$ cat src/rtl/b_bus_pkg.sv
// Shared encodings and helpers for the pipelined B-bus source multiplexer.
package b_bus_pkg;

    typedef enum logic [1:0] {
        MODE_NOP   = 2'd0,
        MODE_SEL_A = 2'd1,
        MODE_SEL_B = 2'd2,
        MODE_RSVD  = 2'd3
    } mode_e;

    localparam int unsigned TOTR_CODE = 15;
    localparam int unsigned IMM_CODE  = 23;

    // A code is legal when it names a register source (1..num_src) or the immediate.
    function automatic logic code_is_legal(input int unsigned code,
                                           input int unsigned num_src,
                                           input int unsigned imm_code = IMM_CODE);
        return ((code >= 1) && (code <= num_src)) || (code == imm_code);
    endfunction

endpackage

$ cat src/rtl/bus_skid_buf.sv
// Two-entry valid/ready FIFO with registered head, valid and ready outputs.
module bus_skid_buf #(
    parameter int unsigned PAY_W = 21
) (
    input  logic             clk,
    input  logic             rst_n,
    input  logic             in_valid,
    output logic             in_ready,
    input  logic [PAY_W-1:0] in_data,
    output logic             out_valid,
    input  logic             out_ready,
    output logic [PAY_W-1:0] out_data
);

    logic [PAY_W-1:0] ent0_q, ent0_d;
    logic [PAY_W-1:0] ent1_q, ent1_d;
    logic [1:0]       cnt_q, cnt_d;
    logic             valid_q, valid_d;
    logic             ready_q, ready_d;
    logic             push_c, pop_c;

    always_comb begin
        ent0_d  = ent0_q;
        ent1_d  = ent1_q;
        cnt_d   = cnt_q;
        push_c  = in_valid && ready_q;
        pop_c   = valid_q && out_ready;

        if (push_c && pop_c) begin
            // Only reachable with one entry: the new word replaces the head.
            ent0_d = in_data;
        end else if (push_c) begin
            if (cnt_q == 2'd0) begin
                ent0_d = in_data;
                cnt_d  = 2'd1;
            end else begin
                ent1_d = in_data;
                cnt_d  = 2'd2;
            end
        end else if (pop_c) begin
            if (cnt_q == 2'd2) begin
                ent0_d = ent1_q;
                cnt_d  = 2'd1;
            end else begin
                cnt_d  = 2'd0;
            end
        end

        valid_d = (cnt_d != 2'd0);
        ready_d = (cnt_d != 2'd2);
    end

    always_ff @(posedge clk or negedge rst_n) begin
        if (!rst_n) begin
            ent0_q  <= '0;
            ent1_q  <= '0;
            cnt_q   <= 2'd0;
            valid_q <= 1'b0;
            ready_q <= 1'b1;
        end else begin
            ent0_q  <= ent0_d;
            ent1_q  <= ent1_d;
            cnt_q   <= cnt_d;
            valid_q <= valid_d;
            ready_q <= ready_d;
        end
    end

    assign in_ready  = ready_q;
    assign out_valid = valid_q;
    assign out_data  = ent0_q;

endmodule

$ cat src/rtl/b_bus_mux_pipe.sv
// B-bus source multiplexer: decodes the select code at accept, buffers the word
// for the ALU B input, and tracks illegal selects.
module b_bus_mux_pipe
    import b_bus_pkg::*;
#(
    parameter int unsigned DATA_W    = 16,
    parameter int unsigned NUM_SRC   = TOTR_CODE,
    parameter int unsigned SEL_W     = 5,
    parameter int unsigned IMM_CODE  = b_bus_pkg::IMM_CODE,
    parameter int unsigned ERR_CNT_W = 8
) (
    input  logic                      clk,
    input  logic                      rst_n,
    input  logic [NUM_SRC*DATA_W-1:0] src_data,
    input  logic [DATA_W-1:0]         imm_data,
    input  logic [SEL_W-1:0]          sel_a,
    input  logic [SEL_W-1:0]          sel_b,
    input  logic [1:0]                mode,
    input  logic                      req_valid,
    output logic                      req_ready,
    output logic [DATA_W-1:0]         bus_out,
    output logic [SEL_W-1:0]          bus_src,
    output logic                      bus_valid,
    input  logic                      bus_ready,
    output logic                      err_sel,
    output logic [ERR_CNT_W-1:0]      err_count,
    input  logic                      err_clr
);

    localparam int unsigned PAY_W = DATA_W + SEL_W;

    logic [SEL_W-1:0]     code_c;
    logic                 active_c;
    logic                 legal_c;
    logic [DATA_W-1:0]    data_c;
    logic [SEL_W-1:0]     src_c;
    logic                 accept_c;
    logic                 push_c;
    logic                 err_event_c;

    logic                 err_sel_q, err_sel_d;
    logic [ERR_CNT_W-1:0] err_count_q, err_count_d;

    // Resolve the select code and source word; illegal codes drive zero.
    always_comb begin
        code_c   = '0;
        active_c = 1'b0;
        legal_c  = 1'b0;
        data_c   = '0;
        src_c    = '0;

        case (mode_e'(mode))
            MODE_SEL_A: begin
                code_c   = sel_a;
                active_c = 1'b1;
                legal_c  = code_is_legal(32'(sel_a), NUM_SRC, IMM_CODE);
            end
            MODE_SEL_B: begin
                code_c   = sel_b;
                active_c = 1'b1;
                legal_c  = code_is_legal(32'(sel_b), NUM_SRC, IMM_CODE);
            end
            MODE_RSVD: active_c = 1'b1;
            default:   active_c = 1'b0;
        endcase

        if (legal_c) begin
            src_c = code_c;
            if (code_c == SEL_W'(IMM_CODE)) begin
                data_c = imm_data;
            end else begin
                for (int k = 1; k <= int'(NUM_SRC); k++) begin
                    if (code_c == SEL_W'(k)) begin
                        data_c = src_data[(k-1)*int'(DATA_W) +: DATA_W];
                    end
                end
            end
        end

        accept_c    = req_valid && req_ready;
        push_c      = accept_c && active_c;
        err_event_c = push_c && !legal_c;
    end

    // Sticky flag and saturating counter; an error in the clear cycle wins.
    always_comb begin
        err_sel_d   = err_sel_q;
        err_count_d = err_count_q;
        if (err_clr) begin
            err_sel_d   = err_event_c;
            err_count_d = err_event_c ? ERR_CNT_W'(1) : '0;
        end else if (err_event_c) begin
            err_sel_d = 1'b1;
            if (!(&err_count_q)) begin
                err_count_d = err_count_q + ERR_CNT_W'(1);
            end
        end
    end

    always_ff @(posedge clk or negedge rst_n) begin
        if (!rst_n) begin
            err_sel_q   <= 1'b0;
            err_count_q <= '0;
        end else begin
            err_sel_q   <= err_sel_d;
            err_count_q <= err_count_d;
        end
    end

    bus_skid_buf #(
        .PAY_W (PAY_W)
    ) u_skid (
        .clk       (clk),
        .rst_n     (rst_n),
        .in_valid  (push_c),
        .in_ready  (req_ready),
        .in_data   ({src_c, data_c}),
        .out_valid (bus_valid),
        .out_ready (bus_ready),
        .out_data  ({bus_src, bus_out})
    );

    assign err_sel   = err_sel_q;
    assign err_count = err_count_q;

endmodule

$ cat config.mk
export PLATFORM = sky130hd
export DESIGN_NAME = b_bus_mux_pipe
export DESIGN_NICKNAME = d
export VERILOG_FILES = /design/src/rtl/b_bus_pkg.sv /design/src/rtl/bus_skid_buf.sv /design/src/rtl/b_bus_mux_pipe.sv
export SDC_FILE = /design/constraint.sdc
export NUM_CORES = 1
export LEC_CHECK = 0
export ABC_AREA = 1
export BUFFER_PORTS_ARGS = -buffer_cell sky130_fd_sc_hd__buf_2
export CAP_MARGIN = 40
export CORE_AREA = 2 2 119 121
export CTS_CLUSTER_DIAMETER = 150
export DETAILED_ROUTE_END_ITERATION = 10
export DIE_AREA = 0 0 121 123
export GPL_ROUTABILITY_DRIVEN = 0
export GPL_TIMING_DRIVEN = 0
export PLACE_DENSITY = 0.75
export SETUP_SLACK_MARGIN = 0.5
export SYNTH_ARGS = -nofsm -noshare
export SYNTH_HDL_FRONTEND = slang
export SYNTH_SLANG_ARGS = --single-unit
$ cat constraint.sdc
create_clock -name clk -period 2.2 [get_ports clk]
set_input_delay 0.22 -clock clk [delete_from_list [all_inputs] [get_ports clk]]
set_output_delay 0.22 -clock clk [all_outputs]
set_load 0.01 [all_outputs]
==> flow_metrics.tcl <==
set metrics [dict create \
    syn_area_um2 5020 \
    drtIter0Drc 562 \
    grt_first_pass_wirelength_mm 33.6 \
    coreArea_um2 13600 \
    fp-row-count 43 \
    final_cell_mix "307 x buf_2, 280 x nand2_1, 85 x inv_1" \
    fin_crit_ns 2.51 \
    synth_edf_count 0 \
    synthToLayoutAreaGrowth_pct 65.9 \
    worst_pin_slew_ns 0.532 \
    wl_mm 23.2 \
    status "finished with violations" \
    required_ns 2.39 \
    cp_max_fo 6 \
    antenna_found_initial 4 \
    cts_buffer_depth 2 \
    finalCritPeriodShare_pct 114 \
    slew_viol_final 0 \
    cts_buffers 5 \
    async_flop_share_pct 100 \
    clock.fmax_mhz 399 \
    hpwl_mm 17.9 \
    p_per_area_nw_per_um2 557 \
    power.leakage_nw 4.56 \
    dr.pass1.iters 5 \
    relSlewSlack_pct 64.5 \
    wl_per_cell_um 16.1 \
    total_power_w 0.00464 \
    ir_worst_vdd_mv 0.469 \
    grt_overflow 0 \
    dp.cells 1360 \
    insertion_delay_ns 0.30 \
    hp-class "in -> reg" \
    finClkSkew_ns 0.00648 \
    cts_root_buf "clkbuf_16" \
    io_buffers 304 \
    first_global_vias 6667 \
    rsz0062_at_grt "yes" \
    failed_checks "setup timing" \
    startpoint_type "input pin" \
    cts.htree.levels 2 \
    max_cap_viol_count 0 \
    viasPerCell 5.03 \
    start_util_pct 36.9 \
    path_class "in -> reg" \
    io_pins 305 \
    cts_tree "built" \
    yosys_warnings 0 \
    ys_seq_area_share_pct 27.4 \
    avgSynthCellArea_um2 5.74 \
    setup_violations 32 \
    vias 7253 \
    die_h_um 123 \
    critPathCaptureType "register" \
    dieArea_um2 14900 \
    synth_seq_cells 55 \
    die_w_um 121 \
    fin_nets 1533 \
    antenna_left 0 \
    synth.distinct_cells 37 \
    drive_gt1_share_pct 46.5 \
    grt_usage_pct 29.0 \
    worst_slack_ns -0.309 \
    grt_max_degree 35 \
    synth_ff_type "dfrtp_1" \
    cts.sinks 55 \
    arrival_ns 2.70 \
    route.detailed.drc 0 \
    nFillCells 1279 \
    path_clk_slew_ns 0.07 \
    synthesis.nets 1152 \
    finalHoldViolations 0 \
    fin_cells 1441 \
    final_common_cell "buf_2" \
    syn_inst 875 \
]
[worst max-delay path: stages]
cell,delay (ns)
buf_8,0.09
clkinvlp_4,0.12
ha_4,0.22
nand2_4,0.08
nand2_4,0.07
nand2_4,0.09
nand2_4,0.05
nor2_4,0.12
nand2_2,0.07
buf_6,0.12
buf_6,0.12
or2_0,0.22
nand2_1,0.11
nand4_1,0.10
nand2_2,0.11
nand4_1,0.17
nor3_2,0.27
nand4_1,0.15
nand2_2,0.12
o21ai_1,0.07
[cell families after synthesis]
group	after synthesis	synth area share, %
AOI/OAI and AO/OA	90	9.52
xor gates and xnor gates	2	0.349
adders and majority gates	4	0.997
buffers and inverters	134	10.7
DFF	55	27.4
and+or+nand+nor	590	51.0
[final timing paths]
check	start	slack, ns	cells after the start	end
setup / recovery	mode[1]	-0.31	20	u_skid.ent1_q[8]
hold / removal	err_clr	0.21	2	err_count[6]
setup reg to reg	u_skid.in_ready	0.21	9	u_skid.ent1_q[8]
hold reg to reg	u_skid.ent1_q[0]	0.49	2	u_skid.ent1_q[0]
max in group asynchronous	rst_n	1.19	3	u_skid.ent1_q[18]
min in group asynchronous	rst_n	0.43	2	err_count[5]
[cells in the mapped netlist, drive strengths merged, types with 13 or more instances]
master  instances  area (um2)
nand3          48         250
nand2         345        1320
or2            29         181
nor2          116         488
o21ai          27         135
inv           102         383
nand4          36         225
a21oi          52         260
dfrtp          54        1350
clkbuf         13        48.8
buf            16        92.6
nor3           14        80.1
[power by group]
part           internal, W  switching, W
Sequential         0.00129      0.000168
Combinational     0.000982       0.00135
Clock             0.000464      0.000391
[registers in the layout, summed over array words and instances (netlist names)]
signal	cells
err_sel	1
u_skid.out_data	21
err_count	8
u_skid.cnt_q	2
u_skid.ent1_q	21
u_skid.out_valid	1
u_skid.in_ready	1
[what timing repair did]
item | CTS | global route
hold buffers | 1 | 0
gates resized for setup | 102 | 125
pin swaps | 36 | 75
cloned | 0 | 2
setup endpoints to repair | 44 | 51
buffers inserted | 29 | 37
hold endpoints to repair | 20 | 0
[metal layers]
layer	track usage (%)	part of all wire, %	vias to the layer above	wire length, um
li1	-	-	3522	-
met1	37.5	40	3224	9240
met2	46.6	46	440	10600
met3	6.92	11	65	2470
met4	11.8	3.9	2	917
met5	0	0.030	-	7
[area by class of cell]
type / instances / area [um2] / area share [%]
tap: 180 / 225 / 2.70
clock buffer: 6 / 139 / 1.67
timing repair buffer: 374 / 2140 / 25.7
buffer: 29 / 206 / 2.48
multi-input combinational: 686 / 3780 / 45.4
inverter: 105 / 425 / 5.11
clock inverter: 2 / 20.0 / 0.240
antenna: 4 / 10.0 / 0.120
sequential: 55 / 1380 / 16.5
[metrics by stage]
| step | utilization (%) | setup slack [ns] | TNS (ns) | hold WS, ns | area, um2 |
|---|---|---|---|---|---|
| detailed placement | 50.8 | -0.829 | -20.39 | 0.228 | 6910 |
| global route | 61.2 | -0.451 | -10.85 | 0.221 | 8320 |
| global placement | 50.6 | -0.790 | -18.98 | 0.461 | 6890 |
| finish | 61.2 | -0.309 | -7.13 | 0.213 | 8330 |
| floorplan | - | 0.126 | 0 | -0.0756 | 5140 |
| CTS | 56.1 | -0.351 | -4.78 | 0.209 | 7630 |
No activity file was read; power rests on OpenSTA's default activity.
